==> src/rtl/bp_pkg.sv <==
// Shared branch-predictor definitions: default sizes, PHT counter encodings
// and the layout of an in-flight prediction entry.
package bp_pkg;

  localparam int unsigned BP_INDEX_WIDTH_DEF = 12;
  localparam int unsigned BP_PC_LSB_DEF      = 2;
  localparam int unsigned BP_DEPTH_DEF       = 4;

  // 2-bit saturating counter states; MSB is the taken prediction
  localparam logic [1:0] PHT_STRONG_NT = 2'b00;
  localparam logic [1:0] PHT_WEAK_NT   = 2'b01;
  localparam logic [1:0] PHT_WEAK_T    = 2'b10;
  localparam logic [1:0] PHT_STRONG_T  = 2'b11;

  // In-flight entry: {index, pred}, prediction in bit 0
  localparam int unsigned ENTRY_PRED_BIT = 0;
  localparam int unsigned ENTRY_IDX_LSB  = 1;

  function automatic int unsigned entry_width(input int unsigned index_width);
    return index_width + 1;
  endfunction

endpackage

==> src/rtl/bp_inflight_fifo.sv <==
// In-order queue of in-flight predictions with push, pop and whole-queue flush.
// Flush wins over push/pop; push when full and pop when empty are ignored.
module bp_inflight_fifo #(
  parameter int unsigned WIDTH = 13,
  parameter int unsigned DEPTH = 4
) (
  input  logic             clk_i,
  input  logic             rst_i,
  input  logic             push_i,
  input  logic             pop_i,
  input  logic             flush_i,
  input  logic [WIDTH-1:0] wdata_i,
  output logic [WIDTH-1:0] head_o,
  output logic             full_o,
  output logic             empty_o
);

  localparam int unsigned PTR_W = (DEPTH > 1) ? $clog2(DEPTH) : 1;
  localparam int unsigned CNT_W = PTR_W + 1;

  logic [WIDTH-1:0] mem_q [DEPTH];
  logic [PTR_W-1:0] wr_ptr_q, wr_ptr_d;
  logic [PTR_W-1:0] rd_ptr_q, rd_ptr_d;
  logic [CNT_W-1:0] cnt_q, cnt_d;
  logic             do_push;
  logic             do_pop;

  assign full_o  = (cnt_q == CNT_W'(DEPTH));
  assign empty_o = (cnt_q == '0);
  assign head_o  = mem_q[rd_ptr_q];

  assign do_push = push_i & ~full_o & ~flush_i;
  assign do_pop  = pop_i & ~empty_o & ~flush_i;

  // Pointers wrap naturally since DEPTH is a power of two
  always_comb begin
    wr_ptr_d = wr_ptr_q;
    rd_ptr_d = rd_ptr_q;
    cnt_d    = cnt_q;
    if (flush_i) begin
      rd_ptr_d = wr_ptr_q;
      cnt_d    = '0;
    end else begin
      if (do_push) wr_ptr_d = wr_ptr_q + PTR_W'(1);
      if (do_pop)  rd_ptr_d = rd_ptr_q + PTR_W'(1);
      cnt_d = cnt_q + CNT_W'(do_push) - CNT_W'(do_pop);
    end
  end

  always_ff @(posedge clk_i or negedge rst_i) begin
    if (!rst_i) begin
      wr_ptr_q <= '0;
      rd_ptr_q <= '0;
      cnt_q    <= '0;
    end else begin
      wr_ptr_q <= wr_ptr_d;
      rd_ptr_q <= rd_ptr_d;
      cnt_q    <= cnt_d;
    end
  end

  always_ff @(posedge clk_i) begin
    if (do_push) mem_q[wr_ptr_q] <= wdata_i;
  end

endmodule

==> src/rtl/gshare_index_gen.sv <==
// Gshare front end: speculative/committed GHR, PC^GHR read index, in-order
// resolve to PHT update, and GHR repair with wrong-path flush on mispredict.
module gshare_index_gen
  import bp_pkg::*;
#(
  parameter int unsigned INDEX_WIDTH = BP_INDEX_WIDTH_DEF,
  parameter int unsigned PC_LSB      = BP_PC_LSB_DEF,
  parameter int unsigned DEPTH       = BP_DEPTH_DEF
) (
  input  logic                   clk_i,
  input  logic                   rst_i,
  input  logic                   fetch_valid_i,
  input  logic [31:0]            fetch_pc_i,
  input  logic                   pht_prediction_i,
  output logic [INDEX_WIDTH-1:0] rd_index_o,
  output logic                   pred_taken_o,
  output logic                   fetch_stall_o,
  input  logic                   resolve_valid_i,
  input  logic                   resolve_taken_i,
  output logic                   update_en_o,
  output logic [INDEX_WIDTH-1:0] update_index_o,
  output logic                   br_taken_o,
  output logic                   mispredict_o
);

  localparam int unsigned ENTRY_W = entry_width(INDEX_WIDTH);

  logic [INDEX_WIDTH-1:0] spec_ghr_q, spec_ghr_d;
  logic [INDEX_WIDTH-1:0] commit_ghr_q, commit_ghr_d;
  logic                   update_en_q, update_en_d;
  logic [INDEX_WIDTH-1:0] update_index_q, update_index_d;
  logic                   br_taken_q, br_taken_d;
  logic                   mispredict_q, mispredict_d;

  logic [ENTRY_W-1:0]     push_entry;
  logic [ENTRY_W-1:0]     head_entry;
  logic [INDEX_WIDTH-1:0] head_index;
  logic                   head_pred;
  logic                   q_full;
  logic                   q_empty;
  logic                   accept;
  logic                   resolve_eff;
  logic                   mispred_c;
  logic                   push;
  logic                   unused_pc;

  assign unused_pc = ^fetch_pc_i;

  assign rd_index_o    = fetch_pc_i[PC_LSB +: INDEX_WIDTH] ^ spec_ghr_q;
  assign pred_taken_o  = fetch_valid_i & pht_prediction_i;
  assign fetch_stall_o = q_full;

  assign head_index = head_entry[ENTRY_IDX_LSB +: INDEX_WIDTH];
  assign head_pred  = head_entry[ENTRY_PRED_BIT];

  assign accept      = fetch_valid_i & ~q_full;
  assign resolve_eff = resolve_valid_i & ~q_empty;
  assign mispred_c   = resolve_eff & (head_pred != resolve_taken_i);
  // Recovery beats a same-cycle fetch: that fetch is on the wrong path
  assign push        = accept & ~mispred_c;

  always_comb begin
    push_entry = '0;
    push_entry[ENTRY_IDX_LSB +: INDEX_WIDTH] = rd_index_o;
    push_entry[ENTRY_PRED_BIT]               = pht_prediction_i;
  end

  bp_inflight_fifo #(
    .WIDTH (ENTRY_W),
    .DEPTH (DEPTH)
  ) u_fifo (
    .clk_i   (clk_i),
    .rst_i   (rst_i),
    .push_i  (push),
    .pop_i   (resolve_eff),
    .flush_i (mispred_c),
    .wdata_i (push_entry),
    .head_o  (head_entry),
    .full_o  (q_full),
    .empty_o (q_empty)
  );

  // Next-state for history registers and PHT update outputs
  always_comb begin
    spec_ghr_d     = spec_ghr_q;
    commit_ghr_d   = commit_ghr_q;
    update_en_d    = resolve_eff;
    update_index_d = update_index_q;
    br_taken_d     = br_taken_q;
    mispredict_d   = mispred_c;
    if (resolve_eff) begin
      commit_ghr_d   = {commit_ghr_q[INDEX_WIDTH-2:0], resolve_taken_i};
      update_index_d = head_index;
      br_taken_d     = resolve_taken_i;
    end
    if (mispred_c) begin
      spec_ghr_d = {commit_ghr_q[INDEX_WIDTH-2:0], resolve_taken_i};
    end else if (push) begin
      spec_ghr_d = {spec_ghr_q[INDEX_WIDTH-2:0], pht_prediction_i};
    end
  end

  always_ff @(posedge clk_i or negedge rst_i) begin
    if (!rst_i) begin
      spec_ghr_q     <= '0;
      commit_ghr_q   <= '0;
      update_en_q    <= 1'b0;
      update_index_q <= '0;
      br_taken_q     <= 1'b0;
      mispredict_q   <= 1'b0;
    end else begin
      spec_ghr_q     <= spec_ghr_d;
      commit_ghr_q   <= commit_ghr_d;
      update_en_q    <= update_en_d;
      update_index_q <= update_index_d;
      br_taken_q     <= br_taken_d;
      mispredict_q   <= mispredict_d;
    end
  end

  assign update_en_o    = update_en_q;
  assign update_index_o = update_index_q;
  assign br_taken_o     = br_taken_q;
  assign mispredict_o   = mispredict_q;

endmodule

==> config.mk <==
export PLATFORM = sky130hd
export DESIGN_NAME = gshare_index_gen
export DESIGN_NICKNAME = d
export VERILOG_FILES = /design/src/rtl/bp_pkg.sv /design/src/rtl/bp_inflight_fifo.sv /design/src/rtl/gshare_index_gen.sv
export SDC_FILE = /design/constraint.sdc
export NUM_CORES = 1
export LEC_CHECK = 0
export BUFFER_PORTS_ARGS = -buffer_cell sky130_fd_sc_hd__clkbuf_2
export CORE_ASPECT_RATIO = 1.1
export CORE_MARGIN = 1.5
export CORE_UTILIZATION = 50
export DETAILED_ROUTE_END_ITERATION = 8
export HOLD_SLACK_MARGIN = 0.05
export MAX_ROUTING_LAYER = met4
export PLACE_DENSITY = 0.84
export SLEW_MARGIN = 10
export SYNTH_ARGS = -nofsm -noshare
export SYNTH_HDL_FRONTEND = slang
export SYNTH_SLANG_ARGS = --single-unit
==> constraint.sdc <==
create_clock -name clk_i -period 2.9 [get_ports clk_i]
set_clock_uncertainty 0.05 [all_clocks]
set_input_delay 0.29 -clock clk_i [delete_from_list [all_inputs] [get_ports clk_i]]
set_output_delay 0.29 -clock clk_i [all_outputs]
set_load 0.03 [all_outputs]
# == Yosys cells after proc, flatten, opt, wreduce, memory -nomap -nowiden ==
# Memories as Yosys holds them, arrays and structs flattened.
# Index checks and enable logic that the tools add are counted.
# totals
regBits,45
ram_bits,52
inputBits,38
mem_count,1
# classes
addsub,4
eq_ne,2
mux,7
n_bitwise,13
n_reduce_logical,4
# mem_list
name,depth,word_bits,read_ports,rd_ports_with_merged_regs,write_ports,line,rtl
u_fifo.mem_q,4,13,1,0,1,bp_inflight_fifo.sv:21,logic [WIDTH-1:0] mem_q [DEPTH];
# op_table
op,n
$mux W12,2
$xor A12 B12 Y12,1
$and A1 B1 Y1,9
$add A2 B1 Y2 const B,2
$mux W2,2
$reduce_bool A2 Y1,2
$add A3 B1 Y3,1
$eq A3 B3 Y1 const B,1
$logic_not A3 Y1,1
$mux W3,1
$not A1 Y1,3
$sub A3 B1 Y3,1
$mux W1,2
$reduce_and A2 Y1,1
$ne A1 B1 Y1,1

# == Longest topological paths before layout ==
# depth
word_depth,11
mapped_depth,13

# == Cells and area by module ==
# From an unflattened synthesis, not the netlist that was laid out.
# hier_totals
cells_unflattened,225
area_unflattened_um2,4113.9
# modules_own_cells
module,instances,cells_each,area_each_um2
bp_inflight_fifo,1,111,2361.0
gshare_index_gen,1,114,1752.9

# == Worst setup path after synthesis ==
# OpenSTA, ideal clock, no wires.
# synth_path
path_type,reg2reg
from,register u_fifo.rd_ptr_q[0]
to,register u_fifo.cnt_q[2]
setup_time_ps,119
arrival_time_ps,2726
required_time_ps,2731
setup_slack_ps,6
path_stages_with_launch,14
path_buffers,2
synth_period_minus_slack_ps,2894
path_cell_list,dfrtp_1 > buf_6 > mux4_2 > xnor2_4 > buf_4 > and2_1 > ha_1 > inv_1 > ha_1 > inv_1 > fa_1 > xor2_1 > xnor2_1 > nor2_1
# synth_via
elab_chain_cells,10
# synth_rtl
item,line,rtl
"start, declared",bp_inflight_fifo.sv:23,"logic [PTR_W-1:0] rd_ptr_q, rd_ptr_d;"
"start signal, assigned",bp_inflight_fifo.sv:57,rd_ptr_q <= rd_ptr_d;
$mem_v2 Z4 W13 *,--,
$ne A1 B1 Y1 *,gshare_index_gen.sv:58,assign mispred_c = resolve_eff & (head_pred != resolve_taken_i);
$and A1 B1 Y1 *,gshare_index_gen.sv:58,
$not A1 Y1,"bp_inflight_fifo.sv:32, bp_inflight_fifo.sv:33, gshare_index_gen.sv:60",
$and A1 B1 Y1,gshare_index_gen.sv:60,assign push = accept & ~mispred_c;
$and A1 B1 Y1 (2 in series),bp_inflight_fifo.sv:32,assign do_push = push_i & ~full_o & ~flush_i;
$add A3 B1 Y3,bp_inflight_fifo.sv:46,cnt_d = cnt_q + CNT_W'(do_push) - CNT_W'(do_pop);
$sub A3 B1 Y3,bp_inflight_fifo.sv:46,
$mux W3 *,bp_inflight_fifo.sv:40,if (flush_i) begin
named net u_fifo.cnt_d[2],bp_inflight_fifo.sv:24,"logic [CNT_W-1:0] cnt_q, cnt_d;"
"end signal, assigned",bp_inflight_fifo.sv:58,cnt_q <= cnt_d;
"end, declared",bp_inflight_fifo.sv:24,
# The timed path passes the listed nets; every way through them passes the cells marked *.
# A chain may end at the register's enable or synchronous reset.

# == Worst setup path after layout ==
# layout_path
from,register u_fifo.rd_ptr_q[0]
to,"memory u_fifo.mem_q[1][5], enable pin"
# layout_via
elab_chain_cells,9
# layout_rtl
item,line,rtl
$mem_v2 Z4 W13 *,--,
$ne A1 B1 Y1 *,gshare_index_gen.sv:58,
$and A1 B1 Y1 *,gshare_index_gen.sv:58,
$not A1 Y1 *,"bp_inflight_fifo.sv:32, gshare_index_gen.sv:60",
$and A1 B1 Y1,gshare_index_gen.sv:60,
$and A1 B1 Y1,bp_inflight_fifo.sv:32,
$and A1 B1 Y1 *,bp_inflight_fifo.sv:32,
$mux W1 *,bp_inflight_fifo.sv:63,if (do_push) mem_q[wr_ptr_q] <= wdata_i;
$mux W1 (implied by the code) *,bp_inflight_fifo.sv:63,
"end, declared",bp_inflight_fifo.sv:21,
# Every way passes the cells marked *; elsewhere a longest branch is shown, timed or not.

==> results.sh <==
export IMPL_outcome="finished, final reports clean"
export IMPL_grt_pass1_wl_mm=12.34
export IMPL_max_clock_freq_mhz=364.2
export IMPL_dp_hpwl_mm=5.096
export IMPL_cpPeakStageDelay_ns=0.66
export IMPL_yosys_warnings=0
export IMPL_instances_no_fill=460
export IMPL_period_needed_ns=2.746
export IMPL_cts_setup_buffers=0
export IMPL_avgSynthCellArea_um2=13.42
export IMPL_startpoint_type="register"
export IMPL_grt_use_total_pct=20.17
export IMPL_netlist_area_um2=3985
export IMPL_worst_pin_slew_ns=0.7189
export IMPL_synth_flop_cell="edfxtp_1"
export IMPL_wl_mm=7.614
export IMPL_start_util_pct=52.45
export IMPL_relSlewSlack_pct=52.08
export IMPL_clkLatencyLatePin_ns=0.37
export IMPL_fp_dieH_um=96.64
export IMPL_cts_root_buffer_cell="clkbuf_8"
export IMPL_utilization_pct=60.49
export IMPL_cts_resized=0
export IMPL_antenna_found_initial=0
export IMPL_irDropWorstVdd_uv=441.1
export IMPL_synth_commonest_cells="nand2_1 (92), edfxtp_1 (52), dfrtp_1 (44)"
export IMPL_synth_seq_cells=96
export IMPL_cts_buffers_inserted=9
export IMPL_nets=395
export IMPL_worst_setup_path_end_kind="register"
export IMPL_worstPathRequired_ns=2.85
export IMPL_io_pins=67
export IMPL_hold_viol_final=0
export IMPL_maxCapViolCount=0
export IMPL_drive_above_1_share_pct=24.79
export IMPL_crit_type="register to register"
export IMPL_cts_tree="done"
export IMPL_leakagePower_nw=1.995
export IMPL_yosysTopAreaCell="edfxtp_1"
export IMPL_finalSetupViolations=0
export IMPL_path_max_fanout=17
export IMPL_dp_cells=443
export IMPL_critical_path_buf_inv_count=1
export IMPL_p_per_area_nw_per_um2=1194
export IMPL_ys_seq_area_share_pct=66.81
export IMPL_arrival_ns=2.70
export IMPL_netlist_top_cells_area="edfxtp_1 (39%), dfrtp_1 (28%), nand2_1 (8.7%)"
export IMPL_path_clk_slew_ns=0.09
export IMPL_synth_top_cell_area_share_pct=39.18
export IMPL_num_rows=33
export IMPL_finalWorstSetupSlack_ns=0.1544
export IMPL_via_count=2465
export IMPL_yosysUniqueCellTypes=32
export IMPL_synth_edf_count=52
export IMPL_yosys_cell_count_top_type="nand2_1"
export IMPL_async_reset_ff_share_pct=45.83
export IMPL_clock_sinks=96
export IMPL_cts_max_path_buffers=2
export IMPL_via_per_inst=5.359
export IMPL_detail_route_first_pass_iterations=5
export IMPL_drc=0
export IMPL_fin_setup_tns_ns=0
export IMPL_drv_slew=0
export IMPL_ant_nets=0
export IMPL_finalCritPeriodShare_pct=94.68
export IMPL_grt_pass1_vias=2504
export IMPL_gp_congestion=0.7683
export IMPL_grt_overflow_total=0
export IMPL_dieArea_um2=8515
export IMPL_total_power_mw=5.488
export IMPL_worstPathCellList="mux4_2 > xnor2_4 > buf_4 > or2b_4 > and3_1"
export IMPL_grt_start_max_net_pins=42
export IMPL_area_growth_pct=15.32
export IMPL_critical_path_top_delay_family="simple AND/OR/NAND/NOR gates"
export IMPL_drtIter0Drc=201
export IMPL_portBuffers=46
export IMPL_die_w_um=88.12
export IMPL_synthCells=297
export IMPL_rsz0062_at_grt="no"
export IMPL_core_region_area_um2=7597
export IMPL_antennaDiodeCount=0
export IMPL_slowest_stage="and3_1"
export IMPL_dp_slack_ns=0.1718
export IMPL_syn_num_nets=342
export IMPL_drt_wirelength_per_cell_um=16.55
export IMPL_hp_class="input port to register"
export IMPL_htree_levels=3
-- logic make-up after synthesis --
kind of cell | after synthesis | share of synthesized area (%)
multiplexers | 14 | 7.724
flip-flops | 96 | 66.81
buffers and inverters | 24 | 2.826
adder cells (fa/ha/maj) | 7 | 2.386
XOR/XNOR | 17 | 4.207
AND/OR/NAND/NOR | 119 | 12.50
AO/OA/AOI/OAI | 20 | 3.548
-- report_power, final --
| part | switching (mW) | internal (mW) |
|---|---|---|
| combinational | 1.38 | 0.768 |
| sequential | 0.288 | 2.04 |
| clock | 0.443 | 0.576 |
-- cells in the final DEF, fill, tap and decap left out, drive strengths merged --
master	count
nand2	92
clkbuf	57
edfxtp	52
dfrtp	44
xor2	14
mux4	13
a31oi	12
nor3	11
inv	11
buf	9
ha	6
and2	4
nor2	4
and3	4
bufinv	3
xnor2	3
o21ai	3
o31ai	1
or2b	1
or3b	1
nand4	1
nand2b	1
o311a	1
mux2	1
o311ai	1
a21boi	1
a221oi	1
fa	1
clkinvlp	1
dlygate4sd3	1
-- routing by layer --
layer	GRT usage (%)	wire length [µm]	vias to the layer above
met3	3.413	434	15
met4	9.255	152	0
li1	-	-	1140
met5	-	0	-
met1	23.62	2901	1220
met2	33.59	4126	90
-- sequential cells by signal (all words and copies together) (netlist names) --
name,flops
spec_ghr_q,12
update_en_o,1
commit_ghr_q,11
u_fifo.cnt_q,3
u_fifo.rd_ptr_q,2
update_index_o,12
u_fifo.wr_ptr_q,2
mispredict_o,1
u_fifo.mem_q,52
-- metrics by stage --
step           hold WS [ns]  instance area (µm²)
5_1_grt              0.1181                 4596
4_1_cts              0.1184                 4596
3_3_place_gp         0.2725                 4348
6_report             0.1245                 4596
2_1_floorplan      -0.05559                 3985
3_5_place_dp         0.2834                 4348
-- repair_timing --
item	4_1_cts	5_1_grt
endpoints found under the setup margin	0	0
hold buffers	1	0
hold endpoints to repair	22	0
-- area by class of cell --
class,count,area (µm²)
clock buffer,11,131.4
tap,105,131.4
sequential,96,2663
clock inverter,5,106.4
multi-input combinational,177,1219
fill,597,3002
timing repair buffer,56,307.8
inverter,10,37.54
-- path summary, 6_finish.rpt --
path                            cells past startpoint               start  slack [ns]                 end
min in group asynchronous                           2               rst_i        0.42   update_index_o[1]
worst min register to register                      2   update_index_o[1]        0.43   update_index_o[1]
max in group asynchronous                           3               rst_i        1.63       spec_ghr_q[3]
worst max register to register                      5  u_fifo.rd_ptr_q[0]        0.15  u_fifo.mem_q[1][5]
worst max-delay path                                5  u_fifo.rd_ptr_q[0]        0.15  u_fifo.mem_q[1][5]
worst min-delay path                                1    pht_prediction_i        0.12  u_fifo.mem_q[2][0]
Note: power is estimated with default switching activity, not from simulation.
